==> config.mk <==
export PLATFORM = sky130hd
export DESIGN_NAME = rounding_shift_pipe
export DESIGN_NICKNAME = d
export VERILOG_FILES = /design/src/rtl/rsp_pkg.sv /design/src/rtl/rsp_round_shift.sv /design/src/rtl/rounding_shift_pipe.sv
export SDC_FILE = /design/constraint.sdc
export NUM_CORES = 1
export LEC_CHECK = 0
export BUFFER_PORTS_ARGS = -buffer_cell sky130_fd_sc_hd__buf_2
export CORE_MARGIN = 2
export CORE_UTILIZATION = 60
export CTS_CLUSTER_DIAMETER = 80
export DETAILED_ROUTE_END_ITERATION = 10
export PLACE_DENSITY_LB_ADDON = 0.12
export SKIP_LAST_GASP = 1
export SYNTH_ARGS = -nofsm -noshare
export SYNTH_HDL_FRONTEND = slang
export SYNTH_SLANG_ARGS = --single-unit
==> constraint.sdc <==
create_clock -name clk -period 7.89 [get_ports clk]
set_input_delay 0.3945 -clock clk [delete_from_list [all_inputs] [get_ports clk]]
set_output_delay 0.3945 -clock clk [all_outputs]
set_load 0.01 [all_outputs]
==> src/rtl/rsp_pkg.sv <==
// rsp_pkg -- shared widths and saturation limits for rounding_shift_pipe.
// Revision 1.0
`default_nettype none

package rsp_pkg;

  localparam int c_DATA_W  = 32;
  localparam int c_OUT_W   = 8;
  localparam int c_SHIFT_W = 5;
  localparam int c_CH_N    = 16;
  localparam int c_CH_W    = 4;
  localparam int c_CNT_W   = 16;

  function automatic longint sat_max(input int w);
    return (longint'(1) << (w - 1)) - 1;
  endfunction

  function automatic longint sat_min(input int w);
    return -(longint'(1) << (w - 1));
  endfunction

endpackage

`default_nettype wire

==> src/rtl/rsp_round_shift.sv <==
// rsp_round_shift -- magnitude round-half-away shift, sign restore and saturation.
// Revision 1.0
`default_nettype none

module rsp_round_shift
  import rsp_pkg::*;
#(
  parameter int DATA_W  = c_DATA_W,
  parameter int OUT_W   = c_OUT_W,
  parameter int SHIFT_W = c_SHIFT_W
) (
  input  logic               i_sign,
  input  logic [DATA_W:0]    i_mag,
  input  logic [SHIFT_W-1:0] i_shift,
  output logic [OUT_W-1:0]   o_data,
  output logic               o_sat
);

  // Negative results may reach one further in magnitude than positive ones.
  localparam logic [DATA_W:0] c_POS_LIM = (DATA_W+1)'(sat_max(OUT_W));
  localparam logic [DATA_W:0] c_NEG_LIM = (DATA_W+1)'(-sat_min(OUT_W));

  logic [DATA_W:0]  w_bias;
  logic [DATA_W:0]  w_sum;
  logic [DATA_W:0]  w_rnd;
  logic [OUT_W-1:0] w_low;

  always_comb begin
    w_bias = '0;
    if (i_shift != '0) begin
      w_bias = (DATA_W+1)'(1) << (i_shift - SHIFT_W'(1));
    end
    w_sum  = i_mag + w_bias;
    w_rnd  = w_sum >> i_shift;
    w_low  = w_rnd[OUT_W-1:0];
    o_sat  = 1'b0;
    o_data = i_sign ? -w_low : w_low;
    if (!i_sign && (w_rnd > c_POS_LIM)) begin
      o_data = OUT_W'(sat_max(OUT_W));
      o_sat  = 1'b1;
    end else if (i_sign && (w_rnd > c_NEG_LIM)) begin
      o_data = OUT_W'(sat_min(OUT_W));
      o_sat  = 1'b1;
    end
  end

endmodule

`default_nettype wire

==> src/rtl/rounding_shift_pipe.sv <==
// rounding_shift_pipe -- 2-stage per-channel signed rounding shift with saturation.
// Revision 1.0
`default_nettype none

module rounding_shift_pipe
  import rsp_pkg::*;
#(
  parameter int DATA_W  = c_DATA_W,
  parameter int OUT_W   = c_OUT_W,
  parameter int SHIFT_W = c_SHIFT_W,
  parameter int CH_N    = c_CH_N,
  parameter int CH_W    = c_CH_W,
  parameter int CNT_W   = c_CNT_W
) (
  input  logic               clk,
  input  logic               rst_n,
  input  logic               cfg_we,
  input  logic [CH_W-1:0]    cfg_ch,
  input  logic [SHIFT_W-1:0] cfg_shift,
  input  logic               in_valid,
  output logic               in_ready,
  input  logic [DATA_W-1:0]  in_data,
  input  logic [CH_W-1:0]    in_ch,
  output logic               out_valid,
  input  logic               out_ready,
  output logic [OUT_W-1:0]   out_data,
  output logic [CH_W-1:0]    out_ch,
  output logic               out_sat,
  input  logic               sat_clr,
  output logic [CNT_W-1:0]   sat_count
);

  logic [SHIFT_W-1:0] r_shift [CH_N];

  logic               r_s1_valid;
  logic               r_s1_sign;
  logic [DATA_W:0]    r_s1_mag;
  logic [SHIFT_W-1:0] r_s1_shift;
  logic [CH_W-1:0]    r_s1_ch;

  logic               r_out_valid;
  logic [OUT_W-1:0]   r_out_data;
  logic [CH_W-1:0]    r_out_ch;
  logic               r_out_sat;
  logic [CNT_W-1:0]   r_sat_count;

  logic               w_adv;
  logic [DATA_W:0]    w_ext;
  logic [DATA_W:0]    w_abs;
  logic [SHIFT_W-1:0] w_s_raw;
  logic [SHIFT_W-1:0] w_s_eff;
  logic [OUT_W-1:0]   w_rs_data;
  logic               w_rs_sat;
  logic               w_sat_inc;

  // Single global stall: both stages advance together whenever the output slot frees.
  assign w_adv     = !r_out_valid || out_ready;
  assign in_ready  = rst_n && w_adv;
  assign w_sat_inc = r_out_valid && out_ready && r_out_sat;

  always_comb begin
    w_ext   = {in_data[DATA_W-1], in_data};
    w_abs   = w_ext[DATA_W] ? -w_ext : w_ext;
    w_s_raw = '0;
    if (int'(in_ch) < CH_N) begin
      w_s_raw = r_shift[in_ch];
    end
    w_s_eff = w_s_raw;
    if (int'(w_s_raw) > DATA_W - 1) begin
      w_s_eff = SHIFT_W'(DATA_W - 1);
    end
  end

  always_ff @(posedge clk or negedge rst_n) begin
    if (!rst_n) begin
      for (int i = 0; i < CH_N; i++) begin
        r_shift[i] <= '0;
      end
    end else if (cfg_we && (int'(cfg_ch) < CH_N)) begin
      r_shift[cfg_ch] <= cfg_shift;
    end
  end

  always_ff @(posedge clk or negedge rst_n) begin
    if (!rst_n) begin
      r_s1_valid <= 1'b0;
      r_s1_sign  <= 1'b0;
      r_s1_mag   <= '0;
      r_s1_shift <= '0;
      r_s1_ch    <= '0;
    end else if (w_adv) begin
      r_s1_valid <= in_valid;
      if (in_valid) begin
        r_s1_sign  <= in_data[DATA_W-1];
        r_s1_mag   <= w_abs;
        r_s1_shift <= w_s_eff;
        r_s1_ch    <= in_ch;
      end
    end
  end

  rsp_round_shift #(
    .DATA_W (DATA_W),
    .OUT_W  (OUT_W),
    .SHIFT_W(SHIFT_W)
  ) u_round_shift (
    .i_sign (r_s1_sign),
    .i_mag  (r_s1_mag),
    .i_shift(r_s1_shift),
    .o_data (w_rs_data),
    .o_sat  (w_rs_sat)
  );

  always_ff @(posedge clk or negedge rst_n) begin
    if (!rst_n) begin
      r_out_valid <= 1'b0;
      r_out_data  <= '0;
      r_out_ch    <= '0;
      r_out_sat   <= 1'b0;
    end else if (w_adv) begin
      r_out_valid <= r_s1_valid;
      if (r_s1_valid) begin
        r_out_data <= w_rs_data;
        r_out_ch   <= r_s1_ch;
        r_out_sat  <= w_rs_sat;
      end
    end
  end

  always_ff @(posedge clk or negedge rst_n) begin
    if (!rst_n) begin
      r_sat_count <= '0;
    end else if (sat_clr) begin
      r_sat_count <= '0;
    end else if (w_sat_inc && (r_sat_count != '1)) begin
      r_sat_count <= r_sat_count + CNT_W'(1);
    end
  end

  assign out_valid = r_out_valid;
  assign out_data  = r_out_data;
  assign out_ch    = r_out_ch;
  assign out_sat   = r_out_sat;
  assign sat_count = r_sat_count;

endmodule

`default_nettype wire

==> results.sh <==
export IMPL_synthArstFlopShare_pct=100
export IMPL_hold_viol=0
export IMPL_yosysTopAreaCell="dfrtp_1"
export IMPL_start_kind="register"
export IMPL_wl_met2_um=17200
export IMPL_hpwl_um=28400
export IMPL_slew_viol_final=0
export IMPL_crit_path_end_kind="register"
export IMPL_rows=52
export IMPL_fin_setup_tns_ns=0
export IMPL_ys_flop_type="dfrtp_1"
export IMPL_seq_area_frac_synth_pct=30.7
export IMPL_clk_latency_ns=0.43
export IMPL_fmax_ghz=0.149
export IMPL_drive_above_1_share_pct=23.1
export IMPL_drv_cap=0
export IMPL_routed_via_density=6.87
export IMPL_p_per_area_nw_per_um2=321
export IMPL_crit_fanout=50
export IMPL_holdWs_ns=0.259
export IMPL_dieArea_um2=22100
export IMPL_die_w_um=149
export IMPL_totalWireLength_um=38500
export IMPL_synth_distinct_cells=101
export IMPL_syn2layout_area_growth_pct=8.82
export IMPL_crit_chain="buf_4, inv_2, nor2_1, nand2_1, nor2_1, ha_1, a21oi_2, o21ai_0, nor2_1, a2111oi_4, nor4_1, a211oi_2, o22ai_1, or3_1, nand4b_1, or4_4, o2bb2a_4, o31ai_4, o311ai_1"
export IMPL_cp_arrival_ns=7.02
export IMPL_status="complete, no violations"
export IMPL_netlist_area_um2=12600
export IMPL_dr_first_iter_drc_count=1232
export IMPL_gp_congestion=1.04
export IMPL_critPathKind="reg -> reg"
export IMPL_hold_depth=3
export IMPL_p_total_mw=4.39
export IMPL_nets=1487
export IMPL_cts_buffer_depth=2
export IMPL_setup_violations=0
export IMPL_rsz0062_at_grt="false"
export IMPL_slew_headroom_pct=27.7
export IMPL_grt_pass1_vias=11000
export IMPL_fin_util_pct=67.1
export IMPL_worstPathRequired_ns=8.18
export IMPL_p_leak_nw=5.59
export IMPL_numClockSinks=154
export IMPL_dr_pass1_iters=6
export IMPL_dr_wl_met3_um=4220
export IMPL_ys_ff_latch=154
export IMPL_finalCritPeriodShare_pct=85.3
export IMPL_drc=0
export IMPL_ant_nets=0
export IMPL_synth_cells=1371
export IMPL_ir_drop_mv=0.243
export IMPL_initial_core_util_pct=61.7
export IMPL_worst_path_max_delay_cell="o21ai_0"
export IMPL_antenna_found_initial=0
export IMPL_grt_max_degree=83
export IMPL_io_buffer_count=81
export IMPL_synth_warnings=0
export IMPL_skew_ns=0.0107
export IMPL_synth_area_top_cells="dfrtp_1 (31%), mux2_2 (9.1%), mux4_2 (7.0%)"
export IMPL_top_layer_used="met4"
export IMPL_synth_edf_count=0
export IMPL_track_usage_pct=35.7
export IMPL_synth_avg_cell_area_um2=9.16
export IMPL_clk_pin_slew_ns=0.07
export IMPL_postCtsSetupBuffers=0
export IMPL_cp_slowest_stage_delay_ns=0.66
export IMPL_clock_tree_root_cell="clkbuf_16"
export IMPL_critical_path_most_common_cell="nor2_1"
export IMPL_cts_tree="done"
export IMPL_io_pins=82
export IMPL_tightest_slew_ns=1.07
export IMPL_antennaDiodeCount=0
export IMPL_grt_ovfl_total=0
export IMPL_cts_made_buffers=17
export IMPL_worst_r2r_cell_count=19
export IMPL_die_height_um=149
export IMPL_wl_per_cell_um=22.9
export IMPL_vias=11600
export IMPL_wl_met1_um=16100
export IMPL_hold_path_class="in -> reg"
export IMPL_cts_max_level=4
export IMPL_coreArea_um2=20400
export IMPL_syn_num_nets=1458
export IMPL_min_period_ns=6.73
export IMPL_grt_pass1_wl_um=60800
export IMPL_synth_top_area_share_pct=30.7
==> cell families (layout without fill, tap and decap cells) <==
logic type                 after synthesis  count (layout)  synth area share [%]
and+or+nand+nor                        491             491                  18.8
xor gates and xnor gates                73              73                  5.15
other                                    1               1                0.0298
DFF                                    154             154                  30.7
buffers and inverters                  105             147                  3.46
muxes                                  155             155                  17.2
AOI/OAI and AO/OA                      356             356                  21.0
adders and majority gates               36              36                  3.65
==> repair_timing <==
| item | 4_1_cts | 5_1_grt |
|---|---|---|
| gates resized for setup | 0 | 0 |
| setup endpoints to repair | 0 | 0 |
| hold endpoints to repair | 25 | 0 |
| hold buffers | 1 | 0 |
==> metrics by stage <==
stage                     worst slack, ns  cells  cell area, um^2
final                                1.16   1683            13700
after CTS                            1.43   1683            13700
after detailed placement             1.44   1650            13000
after global routing                0.944   1683            13700
after floorplan                      1.82   1371            12600
after global placement               1.49   1650            13000
==> per-layer routing <==
| metal | vias to the layer above | track usage, % |
|---|---|---|
| met1 | 5631 | 50.7 |
| met4 | 0 | 11.4 |
| li1 | 5235 | - |
| met5 | - | 0 |
| met2 | 614 | 53.1 |
| met3 | 81 | 9.94 |
==> cells in the mapped netlist, types with 7 or more instances <==
cell	number
xnor2_1	19
o21ai_1	13
inv_1	19
o21a_1	9
buf_1	11
o311ai_1	7
a21oi_2	12
or4_1	12
ha_1	35
nand2_1	152
nor2b_1	15
o31ai_1	12
a21oi_1	65
o21ai_0	65
clkbuf_1	48
a211oi_1	21
and2_1	7
buf_2	20
mux2i_1	14
mux4_2	39
dfrtp_1	154
nand4_1	30
mux2_2	102
a31oi_1	13
nand3_1	35
nor2_1	132
o22ai_1	7
xor2_1	53
o211ai_1	20
a21o_1	11
or3_1	14
and3_1	10
nand2b_1	12
nor3_1	38
==> critical path: cells and delay by family (launching register included) <==
kind	cells	cell delay [ns]
compound gates	8	2.47
fa+ha+maj	1	0.51
buf+inv	2	0.80
flops	1	0.40
simple gates	8	2.39
==> cell type report <==
cell class | instances | area [um^2]
inverters | 23 | 86.3
clock buffers | 18 | 439
flip-flops and latches | 154 | 3850
repair buffers | 92 | 497
multi-input cells | 1112 | 8280
fillers | 1629 | 6690
well taps | 270 | 338
clock inverters | 14 | 179
==> sequential cells by signal, indices dropped and copies added (netlist names) <==
signal	flops
r_s1_shift	5
r_shift	80
r_s1_mag	33
r_s1_valid	1
r_s1_ch	4
out_data	8
out_sat	1
r_s1_sign	1
sat_count	16
out_ch	4
out_valid	1
==> power breakdown <==
| part | leakage, nW | internal (mW) | switching [mW] |
|---|---|---|---|
| Combinational | 3.38 | 0.911 | 1.50 |
| Sequential | 1.91 | 0.963 | 0.165 |
| Clock | 0.301 | 0.489 | 0.369 |
| Total | 5.59 | 2.36 | 2.03 |
==> layout by cell type (no fill, tap or decap), types with 14 or more instances in the layout <==
master       n
clkbuf_16   17
nand3_1     35
o21ai_0     65
dfrtp_1    153
nand4_1     30
inv_1       19
or3_1       14
a21oi_1     65
a211oi_1    21
mux2i_1     14
mux4_2      39
o211ai_1    20
ha_1        35
xnor2_1     19
nor3_1      38
xor2_1      53
nor2_1     132
buf_2       80
nor2b_1     15
mux2_2     102
nand2_1    151
==> final timing paths <==
check	start	endpoint	slack [ns]
max in group asynchronous	rst_n	r_s1_shift[2]$_DFFE_PN0P_	5.49
min in group asynchronous	rst_n	r_s1_mag[20]$_DFFE_PN0P_	0.39
worst min register to register	out_data[6]$_DFFE_PN0P_	out_data[6]$_DFFE_PN0P_	0.48
worst max register to register	r_s1_shift[0]$_DFFE_PN0P_	out_data[2]$_DFFE_PN0P_	1.16
worst min-delay path	in_data[30]	r_s1_mag[31]$_DFFE_PN0P_	0.26
worst max-delay path	r_s1_shift[0]$_DFFE_PN0P_	out_data[2]$_DFFE_PN0P_	1.16
(Power assumes the default switching activity.)
